$ cat config.mk
export PLATFORM = sky130hd
export DESIGN_NAME = run_length_logger
export DESIGN_NICKNAME = d
export VERILOG_FILES = /design/src/rtl/run_pkg.sv /design/src/rtl/run_fifo.sv /design/src/rtl/run_length_logger.sv
export SDC_FILE = /design/constraint.sdc
export NUM_CORES = 1
export LEC_CHECK = 0
export CAP_MARGIN = 20
export CORE_MARGIN = 2
export CORE_UTILIZATION = 25
export CTS_BUF_LIST = sky130_fd_sc_hd__clkbuf_4 sky130_fd_sc_hd__clkbuf_8
export CTS_CLUSTER_SIZE = 8
export DETAILED_ROUTE_END_ITERATION = 10
export PLACE_DENSITY = 0.39
export SYNTH_ARGS = -nofsm -noshare
export SYNTH_HDL_FRONTEND = slang
export SYNTH_SLANG_ARGS = --single-unit
$ cat constraint.sdc
create_clock -name clk -period 7 [get_ports clk]
set_clock_uncertainty 0.05 [all_clocks]
set_input_delay 1.4 -clock clk [delete_from_list [all_inputs] [get_ports clk]]
set_output_delay 1.4 -clock clk [all_outputs]
set_load 0.02 [all_outputs]
$ cat src/rtl/run_pkg.sv
// Shared types and helpers for the run-length logger: the run record layout
// and a saturating increment used by the run-length counter.
package run_pkg;

    localparam int LEN_W_DEF = 8;

    // One finished run: its bit value, whether it ever reached length 3,
    // and its (saturated) length.
    typedef struct packed {
        logic                 bit_v;
        logic                 long_v;
        logic [LEN_W_DEF-1:0] len;
    } run_rec_t;

    // Increment that sticks at max_val instead of wrapping.
    function automatic logic [31:0] sat_inc(input logic [31:0] val, input logic [31:0] max_val);
        return (val >= max_val) ? max_val : val + 32'd1;
    endfunction

endpackage

$ cat src/rtl/run_fifo.sv
// Small synchronous FIFO of run records. A push into a full FIFO is only
// accepted when a pop happens in the same cycle; otherwise the record is
// dropped and flagged on 'drop'. The head is presented combinationally
// and reads as zero while empty.
module run_fifo
    import run_pkg::*;
#(
    parameter int  DEPTH = 4,
    parameter type rec_t = run_rec_t
) (
    input  logic                       clk,
    input  logic                       reset,
    input  logic                       push,
    input  rec_t                       push_data,
    input  logic                       pop,
    output rec_t                       head,
    output logic                       full,
    output logic                       empty,
    output logic [$clog2(DEPTH+1)-1:0] level,
    output logic                       drop
);

    localparam int PTR_W = $clog2(DEPTH);
    localparam int LVL_W = $clog2(DEPTH+1);

    rec_t             mem_q [DEPTH];
    rec_t             mem_d [DEPTH];
    logic [PTR_W-1:0] wr_ptr_q, wr_ptr_d;
    logic [PTR_W-1:0] rd_ptr_q, rd_ptr_d;
    logic [LVL_W-1:0] count_q, count_d;
    logic             do_push;
    logic             do_pop;

    // Decide which of push/pop take effect and compute the next storage state.
    always_comb begin
        empty    = (count_q == '0);
        full     = (count_q == LVL_W'(DEPTH));
        do_pop   = pop & ~empty;
        do_push  = push & (~full | do_pop);
        drop     = push & full & ~do_pop;
        mem_d    = mem_q;
        wr_ptr_d = wr_ptr_q;
        rd_ptr_d = rd_ptr_q;
        count_d  = count_q;
        if (do_push) begin
            mem_d[wr_ptr_q] = push_data;
            wr_ptr_d        = wr_ptr_q + PTR_W'(1);
        end
        if (do_pop) begin
            rd_ptr_d = rd_ptr_q + PTR_W'(1);
        end
        case ({do_push, do_pop})
            2'b10:   count_d = count_q + LVL_W'(1);
            2'b01:   count_d = count_q - LVL_W'(1);
            default: count_d = count_q;
        endcase
        head  = empty ? '0 : mem_q[rd_ptr_q];
        level = count_q;
    end

    // Storage and pointer registers; reset empties the FIFO.
    always_ff @(posedge clk) begin
        if (reset) begin
            mem_q    <= '{default: '0};
            wr_ptr_q <= '0;
            rd_ptr_q <= '0;
            count_q  <= '0;
        end else begin
            mem_q    <= mem_d;
            wr_ptr_q <= wr_ptr_d;
            rd_ptr_q <= rd_ptr_d;
            count_q  <= count_d;
        end
    end

endmodule

$ cat src/rtl/run_length_logger.sv
// Turns the serial bit stream plus the history FSM's x/y outputs into run
// records and queues them for a host logger. Also keeps sticky flags for
// dropped records and for x/y values that contradict the stream.
module run_length_logger
    import run_pkg::*;
#(
    parameter int LEN_W = LEN_W_DEF,
    parameter int DEPTH = 4
) (
    input  logic                       clk,
    input  logic                       reset,
    input  logic                       a,
    input  logic                       x,
    input  logic                       y,
    output logic                       out_valid,
    input  logic                       out_ready,
    output logic                       out_bit,
    output logic                       out_long,
    output logic [LEN_W-1:0]           out_len,
    output logic [$clog2(DEPTH+1)-1:0] level,
    output logic                       overflow,
    output logic                       err
);

    localparam logic [LEN_W-1:0] LEN_MAX = '1;

    typedef struct packed {
        logic             bit_v;
        logic             long_v;
        logic [LEN_W-1:0] len;
    } rec_t;

    logic             run_active_q, run_active_d;
    logic [LEN_W-1:0] cur_len_q, cur_len_d;
    logic             cur_bit_q, cur_bit_d;
    logic             cur_long_q, cur_long_d;
    logic             overflow_q, overflow_d;
    logic             err_q, err_d;
    logic             emit;
    rec_t             emit_rec;
    rec_t             head;
    logic             fifo_full;
    logic             fifo_empty;
    logic             fifo_drop;

    // Run tracker: extend the open run while x=1, otherwise close it (emitting
    // a record if one was open) and start a new run at the current bit.
    // Also accumulate the sticky error and overflow flags.
    always_comb begin
        run_active_d = run_active_q;
        cur_len_d    = cur_len_q;
        cur_bit_d    = cur_bit_q;
        cur_long_d   = cur_long_q;
        emit         = 1'b0;
        emit_rec     = '{bit_v: cur_bit_q, long_v: cur_long_q, len: cur_len_q};
        if (x && run_active_q) begin
            cur_len_d  = LEN_W'(sat_inc(32'(cur_len_q), 32'(LEN_MAX)));
            cur_long_d = cur_long_q | y;
        end else begin
            emit         = run_active_q;
            cur_bit_d    = a;
            cur_len_d    = LEN_W'(1);
            cur_long_d   = 1'b0;
            run_active_d = 1'b1;
        end
        err_d = err_q
              | (y & ~x)
              | (x & ~run_active_q)
              | (x & run_active_q & (a != cur_bit_q));
        overflow_d = overflow_q | fifo_drop;
    end

    // Tracker and flag registers; reset drops the open run and clears flags.
    always_ff @(posedge clk) begin
        if (reset) begin
            run_active_q <= 1'b0;
            cur_len_q    <= '0;
            cur_bit_q    <= 1'b0;
            cur_long_q   <= 1'b0;
            overflow_q   <= 1'b0;
            err_q        <= 1'b0;
        end else begin
            run_active_q <= run_active_d;
            cur_len_q    <= cur_len_d;
            cur_bit_q    <= cur_bit_d;
            cur_long_q   <= cur_long_d;
            overflow_q   <= overflow_d;
            err_q        <= err_d;
        end
    end

    run_fifo #(
        .DEPTH (DEPTH),
        .rec_t (rec_t)
    ) u_fifo (
        .clk       (clk),
        .reset     (reset),
        .push      (emit),
        .push_data (emit_rec),
        .pop       (out_ready),
        .head      (head),
        .full      (fifo_full),
        .empty     (fifo_empty),
        .level     (level),
        .drop      (fifo_drop)
    );

    assign out_valid = ~fifo_empty;
    assign out_bit   = head.bit_v;
    assign out_long  = head.long_v;
    assign out_len   = head.len;
    assign overflow  = overflow_q;
    assign err       = err_q;

endmodule

==> flow_summary_export.csv, run 1 <==
group,metric,value,unit
sta,final-setup-viol-count,0,
layout,final-instance-count-excl-fill,436,
global_routing,grt.total_usage,11.5,%
logic_synthesis,async_reset_ff_share,0,%
cts,clockBufferDepth,2,
place,placed_cell_area,3030,um^2
logic_synthesis,synth_area,2710,um^2
logic_synthesis,ys.flop_type,"dfxtp_1",
critical_path,path_class,"register to primary output",
die,rows,38,
worst_hold_path,hp-class,"register to register",
sta,fmax,253,MHz
die,chipWidth,108,um
drt,vias,1888,
cts,clk_pin_slew_worst_paths,0.07,ns
logic_synthesis,synth_cells,274,
layout,layout.nets,304,
critical_path,critical_path.startpoint,"u_fifo.rd_ptr_q[0]",
cts,cts_buffers,9,
pwr,worst_ir_drop_vdd,0.0929,mV
worst_hold_path,hold_depth,2,
logic_synthesis,syn-num-nets,287,
layout,drive_gt1_share,9.80,%
logic_synthesis,ys_types,38,
flow_run,drv_cap,0,
logic_synthesis,yosys-top-cells-count,"dfxtp_1, nand2_1, mux2i_1",
sta,period_minus_slack,3.95,ns
global_routing,grt_pass1_vias,1855,
critical_path,reg2reg_from,"u_fifo.level[0]",
critical_path,critical_path_peak_fanout,12,
cts,cts_setup_buffers,0,
cts,hold_buffers,0,
sta,hold_violations,0,
drt,first_pass_iters,6,
critical_path,arrival,2.50,ns
logic_synthesis,synth_most_common_cell,"dfxtp_1",
drt,vias_per_cell,4.33,
die,fp.dieH,108,um
worst_hold_path,hold_path_startpoint,"u_fifo.mem_q[6]",
logic_synthesis,yosysSeqAreaShare,44.3,%
place,portBuffers,21,
sta,rsz0062_at_grt,"false",
global_routing,grt_pass1_wl,10000,um
drt,drt_iter0_drc,59,
pwr,p_leak,1.27,nW
sta,slew_headroom,42.4,%
drt,antenna_left,0,
global_routing,grt_start_max_net_pins,56,
cts,cts-root-buf,"clkbuf_8",
logic_synthesis,yosys.area.top_type,"dfxtp_1",
layout,multiInputGateArea,1390,um^2
die,pin_count,22,
critical_path,crit_path_end_kind,"primary output",
cts,clkLatencyLatePin,0.33,ns
layout,design_area,3250,um^2
global_routing,antenna_found_initial,0,
sta,fin_setup_tns,0,ns
status,status,"completed",
die,fp.coreArea,10700,um^2
layout,areaGrowthSynthToFinish,19.9,%
logic_synthesis,avgSynthCellArea,9.90,um^2
logic_synthesis,synth_edf_count,0,
drt,post_drt_wl_per_cell,13.8,um
cts,cts_tree,"yes",
cts,cts_max_level,3,
place,routabilityCongestion,0.726,
critical_path,reg2reg_depth,9,
logic_synthesis,synth-warning-count,0,
layout,fillers,1126,
logic_synthesis,yosysTopAreaCellShare,44.3,%
layout,diodes,0,
critical_path,worstPathRequired,5.55,ns
cts,clock_sinks,60,
logic_synthesis,synth-seq-cells,60,
drt,drc,0,
global_routing,overflow,0,
die,start_util,25.4,%
critical_path,cp-start-kind,"register",
pwr,powerDensity,281,nW/um^2
sta,maxSlewViolCount,0,
drt,postRouteWirelength,6030,um
logic_synthesis,synth.area.top_cells,"dfxtp_1, mux2i_1, mux4_2, nand2_1, ha_1",
sta,tightest_slew,0.863,ns
layout,regArea,1200,um^2
layout,post-route-util,30.4,%
die,dieArea,11700,um^2
place,dp_cells,420,
place,dp_hpwl,3840,um
cts,cts_resized,0,
sta,period_share,56.5,%
[final cells by class]
type	count	share of cell area, %
clock buffers	12	4.69
clock inverters	4	2.23
flip-flops and latches	60	36.9
well taps	140	5.38
multi-input cells	187	42.7
repair buffers	23	6.92
inverters	10	1.15
[sequential cells by signal (all words and copies together) (netlist names)]
signal and count:
cur_long_q 1, u_fifo.mem_q 40, u_fifo.rd_ptr_q 2, overflow 1
err 1, run_active_q 1, cur_len_q 8, cur_bit_q 1
u_fifo.level 3, u_fifo.wr_ptr_q 2
[worst paths after layout]
check / to / slack [ns]
worst min register to register: u_fifo.mem_q[6] / 0.41
worst max register to register: u_fifo.level[2] / 4.33
worst max-delay path: out_len[0] / 3.05
worst min-delay path: u_fifo.mem_q[6] / 0.41
[report_power, final]
| part | leakage [nW] | switching [W] | internal, W |
|---|---|---|---|
| Combinational | 0.671 | 0.0000944 | 0.0000772 |
| Clock | 0.113 | 0.000134 | 0.000218 |
| Sequential | 0.486 | 0.0000359 | 0.000355 |
| Total | 1.27 | 0.000265 | 0.000650 |
[layout by cell type, fill, tap and decap left out, types with 7 or more instances in the layout]
master           instances
nor2_1                   8
clkdlybuf4s50_1         21
mux4_2                  10
nand2_1                 55
nor2b_1                 11
nand3_1                  7
nor3_1                   7
a21oi_1                  7
mux2i_1                 40
dfxtp_1                 60
clkbuf_8                10
inv_1                   10
[cells by family after synthesis]
logic type,synth area share [%]
AOI/OAI and AO/OA,4.38
xor gates and xnor gates,1.61
adders and majority gates,3.50
buffers and inverters,4.52
DFF,44.3
muxes,23.1
and+or+nand+nor,18.7
[metal layers]
layer  up-vias  track usage, %  wire length, um
li1        981               -                -
met1       872            16.0             3090
met2        31            16.4             2650
met3         4            3.62              233
met4         0            4.40               56
met5         -               0                0
[metrics by stage]
| step | setup slack [ns] | total power [W] | hold slack (ns) |
|---|---|---|---|
| 2_1_floorplan | 3.53 | 0.000503 | 0.382 |
| 3_3_place_gp | 2.96 | 0.000575 | 0.394 |
| 3_5_place_dp | 2.90 | 0.000575 | 0.396 |
| 4_1_cts | 2.95 | 0.000934 | 0.411 |
| 5_1_grt | 2.88 | 0.000970 | 0.428 |
| 6_report | 3.05 | 0.000915 | 0.407 |
[critical path, cell delays in order (launching register included)]
cell             delay (ns)
dfxtp_1                0.88
mux4_2                 0.61
nor2b_1                0.15
clkdlybuf4s50_1        0.53
Power figures use the tool's default switching activity.
==> run 2: changes to the inputs <==
==> constraint.sdc (replaced) <==
create_clock -name clk -period 3.91 [get_ports clk]
set_clock_uncertainty 0.05 [all_clocks]
set_input_delay 0.782 -clock clk [delete_from_list [all_inputs] [get_ports clk]]
set_output_delay 0.782 -clock clk [all_outputs]
set_load 0.02 [all_outputs]
==> flow_summary_export.csv, run 2 (synthesized netlist as in run 1, its figures left out) <==
group,metric,value,unit
die,fp.dieH,108,um
critical_path,r2r_end,"u_fifo.level[2]",
sta,final-setup-viol-count,0,
critical_path,crit_slowest_cell,"or4b_1",
drt,vias,1902,
layout,areaGrowthSynthToFinish,18.4,%
critical_path,slowest_delay,0.63,ns
global_routing,grt.total_usage,11.3,%
layout,diodes,0,
critical_path,arrival,3.33,ns
sta,worst_slack,0.792,ns
place,placed_cell_area,3050,um^2
worst_hold_path,hold_path_startpoint,"u_fifo.mem_q[3]",
worst_hold_path,hp-class,"register to register",
drt,drt_iter0_drc,75,
sta,tightest_slew,0.749,ns
pwr,worst_ir_drop_vdd,0.153,mV
sta,fmax,321,MHz
cts,clk_pin_slew_worst_paths,0.06,ns
drt,wl_met1,3040,um
die,dieArea,11700,um^2
critical_path,crit_chain,"clkdlybuf4s50_1, or4b_1, and2_1, inv_1, ha_1, inv_1, fa_1, xor2_1, or3_1, a21oi_1",
sta,timing.hold.ws,0.402,ns
critical_path,cp-start-kind,"primary input",
critical_path,reg2reg_depth,9,
critical_path,path_class,"primary input to register",
sta,maxSlewViolCount,0,
layout,largest_reg_flops,40,
drt,met2_wirelength,2730,um
drt,wl_met3,187,um
pwr,powerDensity,464,nW/um^2
drt,post_drt_wl_per_cell,13.7,um
status,status,"completed",
global_routing,grt_pass1_vias,1890,
layout,layout_common_cells,"dfxtp_1, nand2_1, mux2i_1, clkdlybuf4s50_1, nor2b_1",
die,chipWidth,108,um
cts,clock_sinks,60,
layout,drive_gt1_share,10.4,%
place,dp_hpwl,3810,um
cts,clockBufferDepth,2,
die,pin_count,22,
cts,cts_tree,"yes",
critical_path,critical-path-top-delay-family,"simple AND/OR/NAND/NOR gates",
place,dpl_worst_slack,0.453,ns
worst_hold_path,holdPathEnd,"u_fifo.mem_q[3]",
critical_path,reg2reg_from,"u_fifo.level[0]",
critical_path,worstPathRequired,4.12,ns
layout,layout_commonest_cell,"dfxtp_1",
sta,period_minus_slack,3.12,ns
cts,hold_buffers,0,
critical_path,rrSetupSlack,1.26,ns
layout,largest-register,"u_fifo.mem_q",
pwr,p_leak,1.26,nW
global_routing,grt_pass1_wl,9930,um
drt,vias_per_cell,4.34,
critical_path,crit_top_cell,"inv_1",
drt,drc,0,
critical_path,crit_path_end_kind,"register",
critical_path,critical_path_peak_fanout,8,
drt,antenna_left,0,
sta,slew_headroom,49.9,%
global_routing,grt_start_max_net_pins,56,
drt,postRouteWirelength,6020,um
drt,top_layer,"met4",
drt,first_pass_iters,4,
die,fp.coreArea,10700,um^2
worst_hold_path,hold_depth,2,
cts,cts_setup_buffers,0,
layout,design_area,3210,um^2
layout,post-route-util,30.0,%
cts,cts_resized,0,
layout,layout.nets,307,
die,rows,38,
place,portBuffers,21,
global_routing,overflow,0,
flow_run,drv_cap,0,
sta,hold_violations,0,
critical_path,critical_path_buf_inv_count,3,
cts,cts_buffers,9,
sta,period_share,79.7,%
global_routing,antenna_found_initial,0,
cts,cts_max_level,3,
die,start_util,25.4,%
cts,cts-root-buf,"clkbuf_8",
sta,fin_setup_tns,0,ns
sta,rsz0062_at_grt,"false",
cts,clkLatencyLatePin,0.34,ns
place,routabilityCongestion,0.728,
[run 2: stage by stage]
| step | cells | power, W |
|---|---|---|
| floorplan | 274 | 0.000901 |
| global placement | 423 | 0.00104 |
| detailed placement | 423 | 0.00104 |
| CTS | 438 | 0.00152 |
| global route | 438 | 0.00158 |
| finish | 438 | 0.00149 |
[run 2: worst max path at each step]
stage	cells after the start	to	start
after floorplan	10	u_fifo.level[2]	out_ready
after global placement	10	u_fifo.level[2]	out_ready
after detailed placement	10	u_fifo.level[2]	out_ready
after CTS	10	u_fifo.level[2]	out_ready
after global routing	10	u_fifo.level[2]	out_ready
final	10	u_fifo.level[2]	out_ready
[run 2: layout make-up]
cell class                      instances  area [um^2]
Fill cell                            1124         7480
Multi-Input combinational cell        187         1390
Sequential cell                        60         1200
Timing Repair Buffer                   26          248
Tap cell                              140          175
Clock buffer                           12          146
Inverter                               10         37.5
Clock inverter                          3         15.0
[run 2: worst min-delay path: stages (launching register included)]
cell and delay, ns:
dfxtp_1 0.31, nand2_1 0.05, mux2i_1 0.05
[run 2: layer usage]
layer / track usage, % / vias to the layer above
li1: - / 988
met1: 14.7 / 885
met2: 17.5 / 22
met3: 3.44 / 7
met4: 4.40 / 0
met5: 0 / -
[run 2: power by group]
group	switching, W	total (W)	internal (W)
combinational	0.000200	0.000344	0.000144
clock	0.000232	0.000477	0.000244
sequential	0.0000323	0.000669	0.000637
total	0.000464	0.00149	0.00103
==> run 3: changes to the inputs <==
==> constraint.sdc (replaced) <==
create_clock -name clk -period 3.1 [get_ports clk]
set_clock_uncertainty 0.05 [all_clocks]
set_input_delay 0.62 -clock clk [delete_from_list [all_inputs] [get_ports clk]]
set_output_delay 0.62 -clock clk [all_outputs]
set_load 0.02 [all_outputs]
==> flow_summary_export.csv, run 3 (synthesized netlist as in run 1, its figures left out) <==
group,metric,value,unit
pwr,worst_ir_drop_vdd,0.179,mV
layout,drive_gt1_share,12.7,%
pwr,internal_power,0.00131,W
die,dieArea,11700,um^2
pwr,clockPowerShare,33.8,%
pwr,power_switching_share,32.6,%
critical_path,path_class,"register to primary output",
cts,cts_setup_buffers,0,
global_routing,grt_start_max_net_pins,55,
drt,vias,1937,
place,dpl_worst_slack,0.0298,ns
sta,slew_headroom,58.4,%
cts,cts_max_level,3,
layout,layout_common_cells,"dfxtp_1, nand2_1, mux2i_1, clkdlybuf4s50_1",
sta,hold_violations,0,
global_routing,overflow,0,
worst_hold_path,hold_path_startpoint,"u_fifo.mem_q[15]",
global_routing,grt.total_usage,11.4,%
drt,first_pass_iters,4,
sta,fin_setup_tns,0,ns
cts,hold_buffers,0,
layout,layout.nets,314,
cts,cts_resized,0,
drt,drt_iter0_drc,62,
cts,clkLatencyLatePin,0.34,ns
cts,clock_sinks,60,
cts,clockBufferDepth,2,
layout,areaGrowthSynthToFinish,21.7,%
layout,largest-register,"u_fifo.mem_q",
pwr,pwr-share-seq,43.2,%
worst_hold_path,holdPathEnd,"u_fifo.mem_q[15]",
layout,fillers,1122,
drt,antenna_left,0,
sta,rsz0062_at_grt,"false",
layout,final-instance-count-excl-fill,446,
sta,final-setup-viol-count,0,
drt,post_drt_wl_per_cell,13.4,um
layout,post-route-util,30.9,%
critical_path,arrival,2.16,ns
global_routing,antenna_found_initial,0,
drt,drc,0,
critical_path,reg2reg_depth,9,
layout,diodes,0,
die,pin_count,22,
critical_path,r2r_end,"u_fifo.level[2]",
cts,cts_buffers,9,
sta,period_share,91.3,%
critical_path,crit_path_end_kind,"primary output",
worst_hold_path,hp-class,"register to register",
die,fp.coreArea,10700,um^2
die,chipWidth,108,um
die,start_util,25.4,%
worst_hold_path,hold_depth,2,
sta,period_minus_slack,2.83,ns
pwr,power.total,0.00195,W
drt,vias_per_cell,4.34,
critical_path,worstPathRequired,2.43,ns
drt,postRouteWirelength,5980,um
pwr,p_switching,0.000634,W
global_routing,grt_pass1_vias,1979,
pwr,p_leak,1.29,nW
die,fp.dieH,108,um
sta,worst_slack,0.270,ns
flow_run,drv_cap,0,
place,routabilityCongestion,0.757,
critical_path,critical_path_peak_fanout,12,
global_routing,grt_pass1_wl,10100,um
cts,cts-root-buf,"clkbuf_8",
cts,clk_pin_slew_worst_paths,0.08,ns
cts,cts_tree,"yes",
sta,tightest_slew,0.623,ns
place,dp_cells,430,
layout,layout_commonest_cell,"dfxtp_1",
status,status,"completed",
sta,fmax,353,MHz
pwr,powerDensity,590,nW/um^2
die,rows,38,
critical_path,cp-start-kind,"register",
pwr,combPwrFrac,23.0,%
critical_path,reg2reg_from,"u_fifo.level[0]",
layout,largest_reg_flops,40,
place,portBuffers,21,
critical_path,rrSetupSlack,0.65,ns
sta,maxSlewViolCount,0,
place,dp_hpwl,3920,um
run 3: cell types whose count changed in the layout (fill, tap and decap cells not counted), sizes merged:
cell and delta:
inv +1, clkbuf -2, buf +7, clkinv -1, clkinvlp +3
run 3: worst max-delay path by stage:
stage	start	endpoint	slack, ns
6_report	u_fifo.rd_ptr_q[1]	out_len[1]	0.27
5_1_grt	u_fifo.rd_ptr_q[1]	out_bit	0.16
4_1_cts	u_fifo.rd_ptr_q[1]	out_bit	0.21
3_5_place_dp	out_ready	u_fifo.level[2]	0.03
3_3_place_gp	out_ready	u_fifo.level[2]	0.06
2_1_floorplan	out_ready	u_fifo.level[2]	0.41
run 3: layout make-up:
| class | count | area (um^2) | share of cell area (%) |
|---|---|---|---|
| Multi-Input combinational cell | 187 | 1390 | 42.1 |
| Sequential cell | 60 | 1200 | 36.4 |
| Timing Repair Buffer | 33 | 313 | 9.47 |
| Tap cell | 140 | 175 | 5.30 |
| Clock buffer | 10 | 138 | 4.17 |
| Clock inverter | 6 | 48.8 | 1.48 |
| Inverter | 10 | 37.5 | 1.14 |
run 3: per-layer routing:
layer	share of wire [%]	GRT usage (%)	up-vias
li1	-	-	1008
met1	51	15.0	901
met2	45	17.4	23
met3	3.1	3.07	5
met4	1.3	4.95	0
met5	0	0	-
run 3: critical path, stage by stage (launching register included):
cell and delay, ns:
dfxtp_1 0.72, mux4_2 0.31, nor2b_1 0.17, clkdlybuf4s50_1 0.63
run 3: per-stage QoR:
stage / hold slack [ns] / cell area (um^2)
finish: 0.408 / 3300
global route: 0.427 / 3300
CTS: 0.411 / 3300
detailed placement: 0.399 / 3120
global placement: 0.392 / 3120
floorplan: 0.382 / 2710
run 3: power groups by stage:
stage          combinational (W)  sequential [W]  clock [W]
2_1_floorplan           0.000265        0.000871          0
3_3_place_gp            0.000457        0.000862          0
3_5_place_dp            0.000461        0.000861          0
4_1_cts                 0.000463        0.000843   0.000684
5_1_grt                 0.000494        0.000849   0.000718
6_report                0.000447        0.000842   0.000659
